===== config.mk =====
export PLATFORM = sky130hd
export DESIGN_NAME = mem_access_ctrl
export DESIGN_NICKNAME = d
export VERILOG_FILES = /design/src/rtl/mem_access_ctrl.sv
export SDC_FILE = /design/constraint.sdc
export NUM_CORES = 1
export LEC_CHECK = 0
export CAP_MARGIN = 25
export CELL_PAD_IN_SITES_DETAIL_PLACEMENT = 1
export CELL_PAD_IN_SITES_GLOBAL_PLACEMENT = 2
export CORE_AREA = 5 5 159 161
export CTS_CLUSTER_DIAMETER = 60
export CTS_CLUSTER_SIZE = 10
export DETAILED_ROUTE_END_ITERATION = 7
export DIE_AREA = 0 0 164 166
export GPL_TIMING_DRIVEN = 0
export PLACE_DENSITY_LB_ADDON = 0.3
export SYNTH_ARGS = -nofsm -noshare
export SYNTH_HDL_FRONTEND = slang
export SYNTH_SLANG_ARGS = --single-unit

===== constraint.sdc =====
create_clock -name clk -period 2 [get_ports clk]
set_input_delay 0.4 -clock clk [delete_from_list [all_inputs] [get_ports clk]]
set_output_delay 0.4 -clock clk [all_outputs]
set_load 0.05 [all_outputs]

===== src/rtl/mem_access_ctrl.sv =====
// Load/store sequencer: latches one access, checks alignment, drives the word bus
// with byte enables and replicated data, and waits (bounded) for mem_ack.
module mem_access_ctrl #(
  parameter int TIMEOUT = 16,
  parameter int CNT_W   = 8
) (
  input  logic        clk,
  input  logic        reset,
  input  logic        req,
  input  logic        we,
  input  logic [2:0]  funct,
  input  logic [31:0] addr,
  input  logic [31:0] wdata,
  output logic        busy,
  output logic        done,
  output logic        err,
  output logic [1:0]  err_code,
  output logic [31:0] rdata,
  output logic        mem_req,
  output logic        mem_we,
  output logic [3:0]  mem_be,
  output logic [31:0] mem_addr,
  output logic [31:0] mem_wdata,
  input  logic [31:0] mem_rdata,
  input  logic        mem_ack
);

  localparam logic [2:0] F_W  = 3'b000;
  localparam logic [2:0] F_BU = 3'b001;
  localparam logic [2:0] F_B  = 3'b010;
  localparam logic [2:0] F_HU = 3'b011;
  localparam logic [2:0] F_H  = 3'b100;

  typedef enum logic [1:0] {IDLE, ACCESS, DONE, FAULT} state_t;

  state_t            state_reg, state_next;
  logic [CNT_W-1:0]  cnt_reg, cnt_next;
  logic [1:0]        code_reg, code_next;
  logic [31:0]       rdata_reg, rdata_next;
  logic              we_reg;
  logic [2:0]        funct_reg;
  logic [31:0]       addr_reg, wdata_reg;
  logic              latch_en;
  logic              in_access;
  logic [3:0]        be_full;
  logic [31:0]       wdata_rep;
  logic [31:0]       load_ext;
  logic [7:0]        load_byte;
  logic [15:0]       load_half;

  always_ff @(posedge clk) begin
    if (reset) begin
      state_reg <= IDLE;
      cnt_reg   <= '0;
      code_reg  <= 2'b00;
      rdata_reg <= 32'h0;
      we_reg    <= 1'b0;
      funct_reg <= 3'b000;
      addr_reg  <= 32'h0;
      wdata_reg <= 32'h0;
    end else begin
      state_reg <= state_next;
      cnt_reg   <= cnt_next;
      code_reg  <= code_next;
      rdata_reg <= rdata_next;
      if (latch_en) begin
        we_reg    <= we;
        funct_reg <= funct;
        addr_reg  <= addr;
        wdata_reg <= wdata;
      end
    end
  end

  always_comb begin
    state_next = state_reg;
    cnt_next   = cnt_reg;
    code_next  = code_reg;
    rdata_next = rdata_reg;
    latch_en   = 1'b0;
    case (state_reg)
      IDLE: begin
        if (req) begin
          latch_en = 1'b1;
          if (funct > F_H) begin
            state_next = FAULT;
            code_next  = 2'b11;
          end else if (((funct == F_H || funct == F_HU) && addr[0]) ||
                       (funct == F_W && addr[1:0] != 2'b00)) begin
            state_next = FAULT;
            code_next  = 2'b01;
          end else begin
            state_next = ACCESS;
            cnt_next   = '0;
          end
        end
      end
      ACCESS: begin
        // An ack arriving on the final timeout cycle still completes the access.
        if (mem_ack) begin
          state_next = DONE;
          if (!we_reg) rdata_next = load_ext;
        end else begin
          cnt_next = cnt_reg + 1'b1;
          if (TIMEOUT != 0 && cnt_reg == CNT_W'(TIMEOUT - 1)) begin
            state_next = FAULT;
            code_next  = 2'b10;
          end
        end
      end
      DONE:    state_next = IDLE;
      FAULT:   state_next = IDLE;
      default: state_next = IDLE;
    endcase
  end

  always_comb begin
    load_byte = mem_rdata[{addr_reg[1:0], 3'b000} +: 8];
    load_half = mem_rdata[{addr_reg[1], 4'b0000} +: 16];
    be_full   = 4'b0000;
    load_ext  = mem_rdata;
    case (funct_reg)
      F_W:  be_full = 4'b1111;
      F_BU: begin be_full = 4'b0001 << addr_reg[1:0]; load_ext = {24'h0, load_byte}; end
      F_B:  begin be_full = 4'b0001 << addr_reg[1:0]; load_ext = {{24{load_byte[7]}}, load_byte}; end
      F_HU: begin be_full = 4'b0011 << addr_reg[1:0]; load_ext = {16'h0, load_half}; end
      F_H:  begin be_full = 4'b0011 << addr_reg[1:0]; load_ext = {{16{load_half[15]}}, load_half}; end
      default: begin be_full = 4'b0000; load_ext = mem_rdata; end
    endcase
  end

  // Each byte lane picks its source so any enabled lane sees the right store byte.
  for (genvar gi = 0; gi < 4; gi++) begin : g_lane
    always_comb begin
      case (funct_reg)
        F_W:        wdata_rep[8*gi +: 8] = wdata_reg[8*gi +: 8];
        F_BU, F_B:  wdata_rep[8*gi +: 8] = wdata_reg[7:0];
        F_HU, F_H:  wdata_rep[8*gi +: 8] = wdata_reg[8*(gi%2) +: 8];
        default:    wdata_rep[8*gi +: 8] = 8'h00;
      endcase
    end
  end

  assign in_access = (state_reg == ACCESS);
  assign busy      = (state_reg != IDLE);
  assign done      = (state_reg == DONE);
  assign err       = (state_reg == FAULT);
  assign err_code  = err ? code_reg : 2'b00;
  assign rdata     = rdata_reg;
  assign mem_req   = in_access;
  assign mem_we    = in_access & we_reg;
  assign mem_be    = in_access ? be_full : 4'b0000;
  assign mem_addr  = in_access ? {addr_reg[31:2], 2'b00} : 32'h0;
  assign mem_wdata = in_access ? wdata_rep : 32'h0;

endmodule


==> reports/qor.csv, run 1 <==
stage,metric,value,unit
setup_path,path_max_fanout,7,
floorplan,die_h,166,um
floorplan,die_w,164,um
floorplan,dieArea,27220,um2
sta,tns,-6.597,ns
routing,ant_nets,0,
sta,period_share,112.9,%
routing,dr.first_iter.drc_count,300,
grt,grt.total_usage,18.00,%
outcome,violations,negative setup slack,
clock_network,postCtsHoldBufs,0,
sta,hold_violations,0,
sta,setup_viol,36,
grt,overflow,0,
sta,tightestPinTransition,0.6278,ns
layout,finish.utilization,41.10,%
layout,num_antenna_cells,0,
sta,slew_headroom,58.15,%
floorplan,start_util,24.45,%
setup_path,startpoint,funct_reg[1],
setup_path,worstPathRequired,1.60,ns
setup_path,start_kind,flop,
routing,drc,0,
sta,finalClockSkew,0.007422,ns
synthesis,ys_ff_latch,112,
synthesis,ys_seq_area_share,38.50,%
job,cap_violations,0,
synthesis,postSynthCellCount,744,
clock_network,cts.clk_slew.worst_paths,0.08,ns
pwr,leakagePower,3.655,nW
setup_path,r2r_setup_slack,0.10,ns
grt,antenna_found_initial,1,
worst_hold_path,min_from,funct[0],
layout,fillers,2822,
outcome,status,"complete, but fails checks",
clock_network,htreeDepth,3,
routing,routed_wl,25280,um
floorplan,rows,57,
synthesis,avgSynthCellArea,7.827,um2
synthesis,syn_area,5823,um2
grt,grt_max_degree,19,
routing,vias,6411,
clock_network,cts_sinks,112,
layout,fin_nets,1105,
layout,syn2layout_area_growth,68.11,%
grt,grt_pass1_vias,6693,
synthesis,yosys_warnings,0,
worst_hold_path,worst_hold_path_type,in -> reg,
placed_design,globalplace.congestion,0.7888,
synthesis,yosys.area.top_type_share,38.50,%
pwr,vdd_ir_drop_max,0.0003748,V
sta,setup_slack,-0.2584,ns
setup_path,crit_type,reg -> out,
synthesis,yosysTopAreaCell,dfxtp_1,
clock_network,cts_buffers,9,
synthesis,synth_cell_types,60,
setup_path,cp-end-kind,primary output,
synthesis,synthArstFlopShare,0,%
layout,drive_gt1_share,25.40,%
setup_path,critPathMaxStageDelay,0.34,ns
floorplan,num_io_pins,211,
setup_path,worstPathCellList,buf_6 -> buf_12 -> buf_12 -> mux2i_2 -> mux2i_1 -> a22oi_1 -> nor2_2 -> buf_6,
sta,max_freq,0.4428,GHz
sta,rsz0062_at_grt,yes,
sta,fin_crit,2.258,ns
routing,via_per_inst,4.828,
setup_path,path_delay_family,buffers and inverters,
clock_network,cts_tree,yes,
clock_network,root_buffer,clkbuf_16,
floorplan,core,23820,um2
grt,grt_pass1_wl,38550,um
placed_design,placed_cell_area,8552,um2
placed_design,dpl.hpwl,18330,um
routing,post_drt_wl_per_cell,19.03,um
placed_design,portBuffers,208,
setup_path,slowest_stage,dfxtp_2,
routing,dr.pass1.iters,5,
synthesis,synth_edf_count,0,
clock_network,clock_latency,0.36,ns
setup_path,path_buf_inv,4,
synthesis,synth-main-ff-cell,dfxtp_1,
synthesis,yosys-top-cells-area,"dfxtp_1 39%, nand2_1 12%, a21oi_1 7.5%",
layout,fin_area,9789,um2
pwr,power.density,677.8,nW/um2
setup_path,rr_startpoint,funct_reg[1],
sta,report.final.slew_viol_count,0,
clock_network,clk_path_buf_depth,2,
setup_path,crit_arrival,1.86,ns
## path summary, 6_finish.rpt
path | endpoint | depth (start not counted)
max | mem_wdata[29] | 8
min | funct_reg[0] | 3
max reg2reg | rdata[29] | 7
min reg2reg | addr_reg[4] | 2
## cells in the mapped netlist (2+ instances only)
cell / count
inv_2: 2
nand2_1: 186
o22a_1: 8
o21ai_0: 5
mux2i_1: 35
or4_1: 3
a21oi_1: 87
o211ai_1: 5
a211oi_1: 31
a222oi_1: 8
nand2b_1: 6
clkbuf_1: 43
inv_1: 4
nor3b_2: 3
and3_1: 10
nor2b_1: 5
o21ai_1: 3
a2111oi_0: 2
or3_1: 2
nor2_1: 57
o2bb2ai_1: 7
a22oi_1: 16
and2_1: 33
nand3b_1: 4
xnor2_1: 2
buf_2: 14
nand3_1: 7
nor3_1: 2
buf_4: 3
dfxtp_1: 112
o31ai_1: 3
mux4_2: 8
## routing by layer
| layer | GRT usage (%) | routed length, um | vias up |
|---|---|---|---|
| li1 | - | - | 3112 |
| met1 | 23.13 | 11280 | 3080 |
| met2 | 29.09 | 11580 | 190 |
| met3 | 6.255 | 2071 | 27 |
| met4 | 4.194 | 330 | 2 |
| met5 | 0 | 13 | - |
## final cells by class
type | count | area (um2) | area share (%)
Clock buffer | 9 | 225.2 | 2.301
Tap cell | 324 | 405.4 | 4.141
Inverter | 7 | 33.78 | 0.3451
Buffer | 58 | 467.9 | 4.780
Clock inverter | 6 | 90.09 | 0.9202
Timing Repair Buffer | 247 | 2525 | 25.79
Sequential cell | 112 | 2251 | 22.99
Multi-Input combinational cell | 565 | 3791 | 38.73
## tightest hold or removal path: stages
cell            delay [ns]
dlymetal6s2s_1        0.20
nand2_1               0.11
a21oi_1               0.07
## timing repair
item                       in CTS  in global routing
buffers inserted               24                 12
setup endpoints to repair     136                112
gates resized for setup       584                 60
pin swaps                      27                 24
gates cloned                    2                  0
## power by group
part | switching [mW] | internal (mW)
clock network | 0.938 | 1.10
registers | 0.121 | 2.38
logic | 1.20 | 0.903
## cell families after synthesis
family / Yosys count / share of synthesized area, %
simple gates: 324 / 24.86
compound gates: 190 / 21.53
flops: 112 / 38.50
buf+inv: 68 / 4.877
mux: 45 / 9.497
xor+xnor: 3 / 0.4513
fa+ha+maj: 1 / 0.2148
other cells: 1 / 0.06440
## cells in the final DEF, fill, tap and decap left out, types with 4 or more instances in the layout
master / instances
a21oi_1: 76
nand3b_1: 4
buf_2: 7
clkbuf_4: 4
o211ai_1: 5
mux4_2: 8
nor2_1: 36
a22oi_1: 12
nor2_4: 12
clkbuf_1: 19
a21oi_4: 10
buf_12: 9
a22oi_2: 4
a222oi_1: 8
and3_4: 7
o22a_1: 8
and2_1: 33
nor2_2: 9
buf_4: 61
dfxtp_1: 109
nand2_1: 182
clkdlybuf4s50_1: 133
buf_8: 17
a211oi_1: 31
clkbuf_16: 13
nor2b_1: 5
buf_6: 36
clkbuf_2: 9
mux2i_1: 28
nand2b_1: 5
o2bb2ai_1: 7
mux2i_2: 4
nand3_1: 7
## stage by stage
step / power [mW] / instances / setup WS [ns] / hold WS (ns)
after floorplan: 3.597 / 745 / -0.1046 / 0.4317
after global placement: 4.297 / 1277 / -1.219 / 0.4383
after detailed placement: 4.327 / 1279 / -1.240 / 0.4446
after CTS: 6.637 / 1320 / -0.2945 / 0.4560
after global routing: 6.950 / 1328 / -0.3675 / 0.4623
final: 6.636 / 1328 / -0.2584 / 0.4525
No activity file was read; power rests on OpenSTA's default activity.
==> run 2, diff against run 1 <==
--- a/config.mk
+++ b/config.mk
@@ -13,7 +13,6 @@
 export CTS_CLUSTER_SIZE = 10
 export DETAILED_ROUTE_END_ITERATION = 7
 export DIE_AREA = 0 0 164 166
-export GPL_TIMING_DRIVEN = 0
 export PLACE_DENSITY_LB_ADDON = 0.3
 export SYNTH_ARGS = -nofsm -noshare
 export SYNTH_HDL_FRONTEND = slang
==> reports/qor.csv, run 2 (synthesis results as in run 1) <==
stage,metric,value,unit,change
pwr,vdd_ir_drop_max,0.0003547,V,was 0.0003748 V
routing,vias,6354,,was 6411
floorplan,rows,57,,unchanged
floorplan,core,23820,um2,unchanged
grt,grt_pass1_vias,6585,,was 6693
routing,dr.pass1.iters,5,,unchanged
grt,overflow,0,,unchanged
clock_network,htreeDepth,3,,unchanged
floorplan,die_w,164,um,unchanged
sta,fin_crit,2.190,ns,was 2.258 ns
placed_design,post-place-ws,-0.3290,ns,was -1.240 ns
clock_network,cts_buffers,9,,unchanged
clock_network,cts_tree,yes,,unchanged
layout,fin_nets,1100,,was 1105
outcome,violations,negative setup slack,,unchanged
setup_path,r2r_setup_slack,0.09,ns,was 0.10 ns
setup_path,worstPathRequired,1.60,ns,about the same
sta,slew_headroom,48.45,%,was 58.15%
clock_network,clock_latency,0.36,ns,about the same
grt,antenna_found_initial,3,,was 1
setup_path,reg2reg_depth,7,,unchanged
layout,final_cells,1325,,was 1328
sta,max_freq,0.4566,GHz,was 0.4428 GHz
layout,syn2layout_area_growth,78.96,%,was 68.11%
routing,dr.first_iter.drc_count,277,,was 300
layout,seq_area,2256,um2,was 2251 um2
sta,report.final.slew_viol_count,0,,unchanged
floorplan,die_h,166,um,unchanged
setup_path,crit_arrival,1.79,ns,was 1.86 ns
floorplan,dieArea,27220,um2,unchanged
sta,finalClockSkew,0.01465,ns,was 0.007422 ns
layout,mostFrequentLayoutCell,nand2_1,,unchanged
routing,drc,0,,unchanged
layout,multiInputGateArea,3744,um2,was 3791 um2
grt,grt.total_usage,17.54,%,was 18.00%
sta,setup_slack,-0.1901,ns,was -0.2584 ns
sta,period_share,109.5,%,was 112.9%
pwr,power,6.525,mW,was 6.636 mW
setup_path,start_kind,flop,,unchanged
routing,via_per_inst,4.795,,was 4.828
routing,routed_wl,24250,um,was 25280 um
placed_design,globalplace.congestion,0.7927,,was 0.7888
layout,final_cell_mix,"185 x nand2_1, 126 x clkdlybuf4s50_1, 107 x dfxtp_1",,"was 182 x nand2_1, 133 x clkdlybuf4s50_1, 109 x dfxtp_1"
clock_network,cts_sinks,112,,unchanged
grt,grt_max_degree,64,,was 19
worst_hold_path,hold_depth,2,,was 3
layout,fillers,2750,,was 2822
sta,setup_viol,26,,was 36
sta,rsz0062_at_grt,yes,,unchanged
job,cap_violations,0,,unchanged
layout,finish.utilization,43.75,%,was 41.10%
setup_path,cp-end-kind,primary output,,unchanged
sta,tightestPinTransition,0.7703,ns,was 0.6278 ns
worst_hold_path,worst_hold_path_type,in -> reg,,unchanged
pwr,leakagePower,3.884,nW,was 3.655 nW
layout,drive_gt1_share,28.40,%,was 25.40%
pwr,power.density,626.2,nW/um2,was 677.8 nW/um2
placed_design,dpl.hpwl,17860,um,was 18330 um
placed_design,portBuffers,208,,unchanged
clock_network,clk_path_buf_depth,2,,unchanged
placed_design,dpl.cell_count,1300,,was 1279
clock_network,root_buffer,clkbuf_16,,unchanged
clock_network,cts.clk_slew.worst_paths,0.08,ns,about the same
floorplan,num_io_pins,211,,unchanged
grt,grt_pass1_wl,37880,um,was 38550 um
setup_path,crit_type,reg -> out,,unchanged
routing,ant_nets,0,,unchanged
sta,hold_violations,0,,unchanged
setup_path,path_max_fanout,9,,was 7
floorplan,start_util,24.45,%,unchanged
routing,post_drt_wl_per_cell,18.30,um,was 19.03 um
clock_network,postCtsHoldBufs,0,,unchanged
outcome,status,"complete, but fails checks",,unchanged
sta,hold_ws,0.3503,ns,was 0.4525 ns
[run 2: area by class of cell]
class,instances,share of cell area [%]
Clock buffer,11,2.329
Inverter,7,0.3482
Tap cell,324,3.890
Antenna cell,1,0.02401
Clock inverter,5,0.4682
Timing Repair Buffer,300,35.37
Sequential cell,112,21.65
Multi-Input combinational cell,565,35.92
[run 2: critical path: stages, from the launching register on]
cell     delay [ns]
dfxtp_4        0.37
buf_4          0.16
or2_4          0.24
buf_6          0.14
o22a_1         0.22
nor2_4         0.15
buf_12         0.14
[run 2: final timing paths]
kind / start / end
min reg2reg: addr_reg[31] / addr_reg[31]
max reg2reg: funct_reg[1] / rdata[21]
max: funct_reg[1] / mem_wdata[17]
min: reset / rdata[18]
[run 2: repair_timing]
action,in CTS,in global routing
pin swaps,12,16
setup buffers,3,3
endpoints found under the setup margin,67,45
cloned,1,1
resized for setup,56,30
[run 2: metrics by stage]
stage / setup TNS [ns] / area [um2]
6_report: -3.541 / 10420
5_1_grt: -5.930 / 10420
4_1_cts: -4.685 / 10270
3_5_place_dp: -4.479 / 9748
3_3_place_gp: -3.838 / 9748
2_1_floorplan: -0.6785 / 6035
[run 2: metal layers]
| metal | vias up | routed length (um) | GRT usage (%) |
|---|---|---|---|
| met3 | 16 | 1797 | 5.684 |
| met2 | 162 | 11650 | 29.16 |
| met5 | - | 27 | 0 |
| li1 | 3103 | - | - |
| met4 | 4 | 204 | 3.392 |
| met1 | 3069 | 10570 | 22.39 |
[run 2: where the power goes]
group | leakage, nW | internal, mW | switching [mW] | total [mW]
clock network | 0.144 | 0.911 | 0.954 | 1.87
registers | 0.919 | 2.38 | 0.128 | 2.50
logic | 2.82 | 0.993 | 1.16 | 2.16
